--- config.mk ---
export PLATFORM = sky130hd
export DESIGN_NAME = friscv_inst_queue
export DESIGN_NICKNAME = d
export VERILOG_FILES = /design/src/rtl/friscv_inst_queue.sv
export SDC_FILE = /design/constraint.sdc
export NUM_CORES = 1
export LEC_CHECK = 0
export ABC_CLOCK_PERIOD_IN_PS = 3150
export CORE_MARGIN = 1.5
export CORE_UTILIZATION = 40
export DETAILED_ROUTE_END_ITERATION = 12
export PLACE_DENSITY_LB_ADDON = 0.3
export SETUP_SLACK_MARGIN = 0.15
export SLEW_MARGIN = 20
export SYNTH_ARGS = -nofsm -noshare
export SYNTH_HDL_FRONTEND = slang
export SYNTH_SLANG_ARGS = --single-unit
--- constraint.sdc ---
create_clock -name aclk -period 3.15 [get_ports aclk]
set_input_delay 0.315 -clock aclk [delete_from_list [all_inputs] [get_ports aclk]]
set_output_delay 0.315 -clock aclk [all_outputs]
set_load 0.05 [all_outputs]
--- src/rtl/friscv_inst_queue.sv ---
// Instruction queue between the central controller and the processing stage.
// Optional combinational bypass when empty: define FRISCV_INSTQ_BYPASS_EN.

`ifndef INST_BUS_W
`define INST_BUS_W 32
`endif

module friscv_inst_queue #(
    parameter int INST_BUS_W = `INST_BUS_W,
    parameter int DEPTH      = 4,
    parameter int CNT_W      = $clog2(DEPTH) + 1
) (
    input  logic                  aclk,
    input  logic                  aresetn,
    input  logic                  flush,
    input  logic                  i_valid,
    output logic                  i_ready,
    input  logic [INST_BUS_W-1:0] i_instbus,
    output logic                  o_valid,
    input  logic                  o_ready,
    output logic [INST_BUS_W-1:0] o_instbus,
    output logic [CNT_W-1:0]      o_count,
    output logic [CNT_W-1:0]      o_max_level,
    output logic                  o_busy
);

    localparam int AW    = $clog2(DEPTH);
    localparam int PTR_W = AW + 1;

    logic [INST_BUS_W-1:0] mem [DEPTH];
    logic [PTR_W-1:0]      wr_ptr, rd_ptr;
    logic [CNT_W-1:0]      count, max_level, count_next;
    logic                  empty, full, bypass;
    logic                  push, pop, wr_en, rd_en;

    assign empty = (wr_ptr == rd_ptr);
    assign full  = (wr_ptr[AW-1:0] == rd_ptr[AW-1:0]) && (wr_ptr[AW] != rd_ptr[AW]);

`ifdef FRISCV_INSTQ_BYPASS_EN
    assign bypass = aresetn & empty & ~flush;
`else
    assign bypass = 1'b0;
`endif

    assign i_ready   = aresetn & ~full & ~flush;
    assign o_valid   = bypass ? i_valid : (aresetn & ~empty & ~flush);
    assign o_instbus = bypass ? i_instbus : mem[rd_ptr[AW-1:0]];

    assign push  = i_valid & i_ready;
    assign pop   = o_valid & o_ready;
    // A bypassed word consumed in the same cycle never touches storage.
    assign wr_en = push & ~(bypass & o_ready);
    assign rd_en = pop & ~bypass;

    always_comb begin
        count_next = count;
        if (flush) begin
            count_next = '0;
        end else if (wr_en && !rd_en) begin
            count_next = count + 1'b1;
        end else if (!wr_en && rd_en) begin
            count_next = count - 1'b1;
        end
    end

    always_ff @(posedge aclk) begin
        if (!aresetn) begin
            wr_ptr    <= '0;
            rd_ptr    <= '0;
            count     <= '0;
            max_level <= '0;
        end else begin
            if (flush) begin
                wr_ptr <= '0;
                rd_ptr <= '0;
            end else begin
                if (wr_en) wr_ptr <= wr_ptr + 1'b1;
                if (rd_en) rd_ptr <= rd_ptr + 1'b1;
            end
            count <= count_next;
            if (count_next > max_level) max_level <= count_next;
        end
    end

    always_ff @(posedge aclk) begin
        if (wr_en) mem[wr_ptr[AW-1:0]] <= i_instbus;
    end

    assign o_count     = count;
    assign o_max_level = max_level;
    assign o_busy      = (count != '0) | i_valid;

endmodule

==> flow_summary.json, run 1 <==
{
  "ys_top_cells_by_count": "edfxtp_1, mux4_2, dfxtp_1, ha_1",
  "via_per_inst": 5.21,
  "clk_latency_ns": 0.41,
  "dpl_cell_area_um2": 6740,
  "synth-edff-count": 128,
  "p_leak_nw": 2.38,
  "drv_cap": 0,
  "ys_types": 39,
  "ys_warn_count": 0,
  "ctsHoldBuffers": 0,
  "yosys.area.top_type_share_pct": 68.7,
  "antenna_found_initial": 0,
  "wl_um": 10500,
  "synth_area_leaders": "edfxtp_1, mux4_2, dfxtp_1, ha_1, nand2_1",
  "cts-resized-gates": 0,
  "cts.sinks": 142,
  "instances_no_fill": 577,
  "die_x_um": 121,
  "peakVddDrop_mv": 0.343,
  "io_pins": 78,
  "avgSynthCellArea_um2": 19.6,
  "dp_hpwl_um": 6470,
  "antenna_left": 0,
  "finalHoldViolCount": 0,
  "relSlewSlack_pct": 63.2,
  "ys_seq_elements": 142,
  "synthFlopType": "edfxtp_1",
  "cp_data_arrival_time_ns": 3.13,
  "cp-start-kind": "flip-flop",
  "crit_fanout": 6,
  "grt_pass1_vias": 3220,
  "final_area_um2": 7380,
  "core_area_um2": 13800,
  "overflow": 0,
  "post_cts_buffers": 0,
  "timing.fmax_mhz": 356,
  "area_growth_pct": 31.9,
  "crit_required_ns": 3.47,
  "dr.pass1.iters": 6,
  "syn_inst": 285,
  "drc_errors": 0,
  "port_buffers": 77,
  "finalCritPeriodShare_pct": 89.3,
  "rows": 43,
  "grt_pass1_wl_um": 16700,
  "grt.total_usage_pct": 15.5,
  "cts_tree": "done",
  "skew_ns": 0.00728,
  "wl_per_cell_um": 18.2,
  "clkSlewWorstSetupHoldPaths_ns": 0.06,
  "worst_pin_slew_ns": 0.549,
  "insertedDiodeCount": 0,
  "drive_gt1_share_pct": 24.7,
  "setup_viol": 0,
  "vias": 3004,
  "synth.net_count": 333,
  "async_reset_ff_share_pct": 0,
  "post-route-min-period_ns": 2.81,
  "crit_path_end_kind": "flip-flop",
  "start_util_pct": 40.6,
  "finalMaxSlewViolations": 0,
  "drtIter0Drc": 180,
  "cts-htree-levels": 4,
  "nets": 432,
  "status": "finished, final reports clean",
  "hold_path.class": "flip-flop to flip-flop",
  "fp.dieArea_um2": 14700,
  "ys_seq_area_share_pct": 73.7,
  "synth.most_common_cell": "edfxtp_1",
  "place_inst": 545,
  "cts_buffers": 17,
  "die_h_um": 121,
  "rsz0062_at_grt": "true",
  "synth_top_area_cell": "edfxtp_1",
  "gp_congestion": 0.797,
  "grt_max_degree": 34,
  "crit_type": "flip-flop to flip-flop",
  "cts_root_buffer": "clkbuf_16",
  "power_density_nw_per_um2": 565,
  "cts.path.max_buffers": 2,
  "synth_area_um2": 5600
}
[registers in the layout, indices dropped and copies added (netlist names), named ones only]
name,flops
mem,128
o_count,3
o_max_level,3
rd_ptr,3
wr_ptr,3
[placed cells by master, fill, tap and decap left out, types with 2 or more instances in the layout]
cell type,instances
edfxtp_1,128
clkdlybuf4s50_1,77
mux4_2,32
clkbuf_16,17
ha_1,11
nand2_1,10
nor2_1,9
inv_1,8
dfxtp_1,7
buf_12,7
o21ai_0,6
dfxtp_2,6
a21oi_1,5
nor3_1,5
buf_4,5
o31ai_1,4
and2_2,4
clkinv_4,4
clkinvlp_4,4
a31oi_1,3
inv_6,3
xnor2_2,2
xor2_2,2
nand3b_1,2
a221oi_1,2
a21o_1,2
nor2b_1,2
o2111ai_1,2
o21a_1,2
o21bai_1,2
xnor2_1,2
clkinv_1,2
[cell families after synthesis]
family	Yosys count	synth area share (%)
flops	142	73.7
buf+inv	17	1.23
mux	33	13.1
xor+xnor	8	1.39
simple gates	40	3.89
compound gates	34	4.29
fa+ha+maj	11	2.46
[report_power, final]
group / switching [W] / internal [W] / total [W]
clock: 0.000774 / 0.00110 / 0.00187
combinational: 0.000127 / 0.000101 / 0.000228
sequential: 0.00000668 / 0.00207 / 0.00207
total: 0.000907 / 0.00327 / 0.00417
[final cells by class]
type / instances / area (um2)
fill: 1127 / 6390
sequential: 142 / 4140
multi-input combinational: 126 / 1480
timing repair buffer: 89 / 948
clock buffer: 17 / 425
tap: 180 / 225
clock inverter: 15 / 140
inverter: 8 / 30.0
[worst max-delay path: stages (launching register included)]
cell and delay, ns:
dfxtp_2 0.44, xor2_2 0.28, nor2_2 0.12, a21o_1 0.20
a221oi_1 0.38, nor3_2 0.09, ha_1 0.33, nor2b_1 0.15
o21ai_0 0.10, a32oi_2 0.31, nand2_1 0.13, o31ai_1 0.20
[final timing paths]
kind	from	endpoint	slack, ns	cells after the start
hold reg to reg	o_max_level[1]	o_max_level[1]	0.53	2
hold / removal	o_max_level[1]	o_max_level[1]	0.53	2
setup reg to reg	wr_ptr[0]	o_max_level[1]	0.34	11
setup / recovery	wr_ptr[0]	o_max_level[1]	0.34	11
[stage by stage]
step / setup TNS, ns / hold WS (ns) / util (%) / power (W) / worst slack [ns]
after detailed placement: -0.0135 / 0.502 / 48.9 / 0.00234 / -0.0135
final: 0 / 0.527 / 53.6 / 0.00417 / 0.339
after CTS: 0 / 0.518 / 53.0 / 0.00421 / 0.177
after floorplan: 0 / 0.414 / - / 0.00223 / 0.237
after global routing: 0 / 0.532 / 53.6 / 0.00431 / 0.102
after global placement: 0 / 0.487 / 48.9 / 0.00234 / 0.111
[routing by layer]
layer	share of wire, %	vias to the layer above	wire length [um]	global-route usage, %
met5	0	-	0	0
met4	1.0	0	106	5.44
met3	4.2	9	446	4.70
met2	51	75	5380	25.2
met1	44	1553	4570	19.7
li1	-	1367	-	-
Power figures use the tool's default switching activity.
==> inputs of run 2 (changes only) <==
- ABC_AREA: unset -> 0
- MAX_ROUTING_LAYER: unset -> met4
==> flow_summary.json, run 2 (synthesized netlist as in run 1, its figures left out) <==
{
  "fillCellCount": 1127,
  "hold_depth": 2,
  "via_per_inst": 5.25,
  "mostFrequentLayoutCells": "edfxtp_1, clkdlybuf4s50_1, mux4_2, clkbuf_16, ha_1",
  "ctsHoldBuffers": 0,
  "die_x_um": 121,
  "p_leak_nw": 2.38,
  "drtIter0Drc": 182,
  "grt.total_usage_pct": 15.9,
  "overflow": 0,
  "instances_no_fill": 577,
  "seq_area_um2": 4140,
  "place_inst": 545,
  "min_to": "o_max_level[1]",
  "drv_cap": 0,
  "finalHoldViolCount": 0,
  "cts_buffers": 17,
  "dpl_cell_area_um2": 6740,
  "hold_path.class": "flip-flop to flip-flop",
  "finalCritPeriodShare_pct": 88.8,
  "port_buffers": 77,
  "skew_ns": 0.00797,
  "power_density_nw_per_um2": 565,
  "cts.path.max_buffers": 2,
  "timing.fmax_mhz": 357,
  "cts-htree-levels": 4,
  "vias": 3030,
  "cts_root_buffer": "clkbuf_16",
  "wl_per_cell_um": 18.2,
  "cp-start-kind": "flip-flop",
  "insertedDiodeCount": 0,
  "die_h_um": 121,
  "fp.dieArea_um2": 14700,
  "worstRegToRegCells": 11,
  "antenna_found_initial": 0,
  "post-route-min-period_ns": 2.80,
  "cts_tree": "done",
  "crit_fanout": 6,
  "core_area_um2": 13800,
  "drc_errors": 0,
  "area_growth_pct": 31.9,
  "rsz0062_at_grt": "true",
  "path_cells": "xor2_2 -> nor2_2 -> a21o_1 -> a221oi_1 -> nor3_2 -> ha_1 -> nor2b_1 -> o21ai_0 -> a32oi_2 -> nand2_1 -> o31ai_1",
  "relSlewSlack_pct": 63.2,
  "reg2reg_slack_ns": 0.35,
  "grt_pass1_vias": 3221,
  "io_pins": 78,
  "cpMaxStageDelayCell": "dfxtp_2",
  "peakVddDrop_mv": 0.339,
  "grt_max_degree": 34,
  "cp_data_arrival_time_ns": 3.12,
  "finalSetupTns_ns": 0,
  "min_from": "o_max_level[1]",
  "start_util_pct": 40.6,
  "grt_pass1_wl_um": 16700,
  "r2r-start": "wr_ptr[0]",
  "rows": 43,
  "total_power_w": 0.00417,
  "cts.sinks": 142,
  "multi_input_comb_area_um2": 1480,
  "setup_viol": 0,
  "r2r-end": "o_max_level[1]",
  "final_area_um2": 7380,
  "hold_slack_ns": 0.529,
  "finalMaxSlewViolations": 0,
  "dp_hpwl_um": 6470,
  "cpPeakStageDelay_ns": 0.43,
  "clkSlewWorstSetupHoldPaths_ns": 0.06,
  "crit_type": "flip-flop to flip-flop",
  "layout_commonest_cell": "edfxtp_1",
  "antenna_left": 0,
  "gp_congestion": 0.808,
  "nets": 432,
  "crit_required_ns": 3.47,
  "dr.pass1.iters": 6,
  "status": "finished, final reports clean",
  "clk_latency_ns": 0.41,
  "crit_path_end_kind": "flip-flop",
  "drive_gt1_share_pct": 24.7,
  "wl_um": 10500,
  "worst_pin_slew_ns": 0.549,
  "largest_reg_flops": 128
}
==> run 2: cell counts in the layout (fill, tap and decap cells not counted) <==
Identical to the previous run, type by type.
==> run 2: layout make-up <==
cell class	instances	area share, %
Inverter	8	0.407
Tap cell	180	3.05
Clock inverter	15	1.90
Sequential cell	142	56.0
Timing Repair Buffer	89	12.8
Multi-Input combinational cell	126	20.0
Clock buffer	17	5.76
==> run 2: worst max-delay path, delay by kind of cell, from the launching register on <==
kind	cells	cell delay, ns
compound gates	5	1.18
flops	1	0.43
xor+xnor	1	0.28
simple gates	4	0.48
fa+ha+maj	1	0.33
==> run 2: power by group <==
part	switching [W]	total [W]	internal [W]
Combinational	0.000126	0.000228	0.000101
Sequential	0.00000669	0.00207	0.00207
Clock	0.000775	0.00187	0.00110
Total	0.000908	0.00417	0.00327
==> run 2: how the worst max path moves through the flow <==
stage,end,slack [ns],start,cells after the start
final,o_max_level[1],0.35,wr_ptr[0],11
after global routing,o_max_level[1],0.10,wr_ptr[0],11
after CTS,o_max_level[2],0.18,wr_ptr[0],11
after detailed placement,o_max_level[2],-0.01,aresetn,11
after global placement,o_max_level[2],0.11,aresetn,11
after floorplan,o_max_level[2],0.24,o_count[1],11
==> run 2: repair_timing <==
item / 4_1_cts / 5_1_grt
setup buffers: 0 / 0
setup endpoints to repair: 0 / 5
resized for setup: 0 / 16
endpoints found under the hold margin: 0 / 0
==> run 2: through the flow <==
stage / setup slack (ns) / utilization, %
floorplan: 0.237 / -
global placement: 0.111 / 48.9
detailed placement: -0.0135 / 48.9
CTS: 0.177 / 53.0
global route: 0.101 / 53.6
finish: 0.351 / 53.6
==> run 2: layer usage <==
metal	GRT usage [%]	vias up	wire length, um
met4	5.44	0	108
met1	19.8	1580	4600
met5	-	-	0
met2	25.3	73	5350
met3	4.51	10	437
li1	-	1367	-
==> inputs of run 3 (changes only) <==
- CAP_MARGIN: unset -> 30
- SETUP_SLACK_MARGIN: 0.15 -> 0.1
==> flow_summary.json, run 3 (synthesized netlist as in run 1, its figures left out) <==
{
  "status": "finished, final reports clean",
  "crit_required_ns": 2.83,
  "fp.dieArea_um2": 14700,
  "hold_path.class": "flip-flop to flip-flop",
  "cts_tree": "done",
  "drive_gt1_share_pct": 23.4,
  "post_cts_buffers": 0,
  "skew_ns": 0.00651,
  "final_core_util_pct": 53.4,
  "cts-htree-levels": 4,
  "p_leak_nw": 2.37,
  "core_area_um2": 13800,
  "mostFrequentLayoutCells": "edfxtp_1, clkdlybuf4s50_1, mux4_2, clkbuf_16, ha_1",
  "cts.sinks": 142,
  "relSlewSlack_pct": 62.8,
  "min_from": "rd_ptr[2]",
  "nets": 432,
  "insertedDiodeCount": 0,
  "finalCritPeriodShare_pct": 91.0,
  "drtIter0Drc": 185,
  "cts.path.max_buffers": 2,
  "cts_root_buffer": "clkbuf_16",
  "cp_top_family": "buffers and inverters",
  "wl_per_cell_um": 18.2,
  "r2r-start": "rd_ptr[0]",
  "finalSetupTns_ns": 0,
  "drc_errors": 0,
  "finalMaxSlewViolations": 0,
  "antenna_found_initial": 0,
  "port_buffers": 77,
  "rsz0062_at_grt": "false",
  "peakVddDrop_mv": 0.342,
  "grt_pass1_vias": 3221,
  "path_buf_inv": 2,
  "timing.fmax_mhz": 349,
  "clkSlewWorstSetupHoldPaths_ns": 0.06,
  "clk_latency_ns": 0.41,
  "crit_fanout": 12,
  "crit_path_end_kind": "output pin",
  "start_util_pct": 40.6,
  "dp_hpwl_um": 6470,
  "setup_ws_ns": 0.283,
  "place_ws_ns": -0.0135,
  "wl_um": 10500,
  "finalHoldViolCount": 0,
  "grt_pass1_wl_um": 16700,
  "gp_congestion": 0.808,
  "ctsHoldBuffers": 0,
  "dr.pass1.iters": 7,
  "path_cells": "buf_12 -> mux4_2 -> clkdlybuf4s50_1",
  "cts_buffers": 17,
  "cp-start-kind": "flip-flop",
  "post-route-min-period_ns": 2.87,
  "grt.total_usage_pct": 15.9,
  "total_power_w": 0.00418,
  "via_per_inst": 5.18,
  "overflow": 0,
  "fillCellCount": 1130,
  "cpPeakStageDelay_ns": 0.74,
  "grt_max_degree": 34,
  "vias": 2988,
  "drv_cap": 0,
  "cp_data_arrival_time_ns": 2.55,
  "crit_type": "flip-flop to output pin",
  "area_growth_pct": 31.4,
  "power_density_nw_per_um2": 568,
  "rows": 43,
  "antenna_left": 0,
  "layout_commonest_cell": "edfxtp_1",
  "io_pins": 78,
  "worst_pin_slew_ns": 0.556,
  "largest_reg_flops": 128,
  "die_h_um": 121,
  "die_x_um": 121,
  "cpMaxStageDelayCell": "clkdlybuf4s50_1",
  "hold_slack_ns": 0.517,
  "setup_viol": 0
}
run 3: worst paths after layout:
path	depth (start not counted)	slack, ns	end
worst max-delay path	3	0.28	o_instbus[16]
worst max register to register	11	0.32	o_max_level[1]
worst min-delay path	2	0.52	rd_ptr[2]
worst min register to register	2	0.52	rd_ptr[2]
run 3: routing by layer:
| metal | vias up | global-route usage [%] | share of wire [%] |
|---|---|---|---|
| li1 | 1365 | - | - |
| met3 | 9 | 4.51 | 4.1 |
| met1 | 1549 | 19.8 | 44 |
| met5 | - | - | 0 |
| met4 | 0 | 5.44 | 1.0 |
| met2 | 65 | 25.3 | 51 |
run 3: per-stage QoR:
step / cell area, um2 / std cells
2_1_floorplan: 5600 / 285
3_3_place_gp: 6740 / 545
3_5_place_dp: 6740 / 545
4_1_cts: 7300 / 577
5_1_grt: 7350 / 577
6_report: 7350 / 577
run 3: report_power, final:
group	total, W	internal (W)	leakage, nW	switching, W
clock	0.00187	0.00110	0.263	0.000777
combinational	0.000227	0.000101	0.834	0.000126
sequential	0.00208	0.00207	1.27	0.00000672
total	0.00418	0.00327	2.37	0.000910
run 3: cell type report:
| cell class | instances | area (um2) | area share, % |
|---|---|---|---|
| clock buffer | 17 | 425 | 5.79 |
| clock inverter | 15 | 140 | 1.91 |
| inverter | 8 | 30.0 | 0.408 |
| multi-input combinational | 126 | 1460 | 19.8 |
| sequential | 142 | 4130 | 56.2 |
| tap | 180 | 225 | 3.06 |
| timing repair buffer | 89 | 948 | 12.9 |
run 3: what timing repair did:
item | in CTS | in global routing
resized for setup | 0 | 9
endpoints found under the setup margin | 0 | 3
endpoints found under the hold margin | 0 | 0
run 3: worst min-delay path, stage by stage (launching register included):
cell and delay (ns):
dfxtp_1 0.35, nand2_1 0.07, a21oi_1 0.05
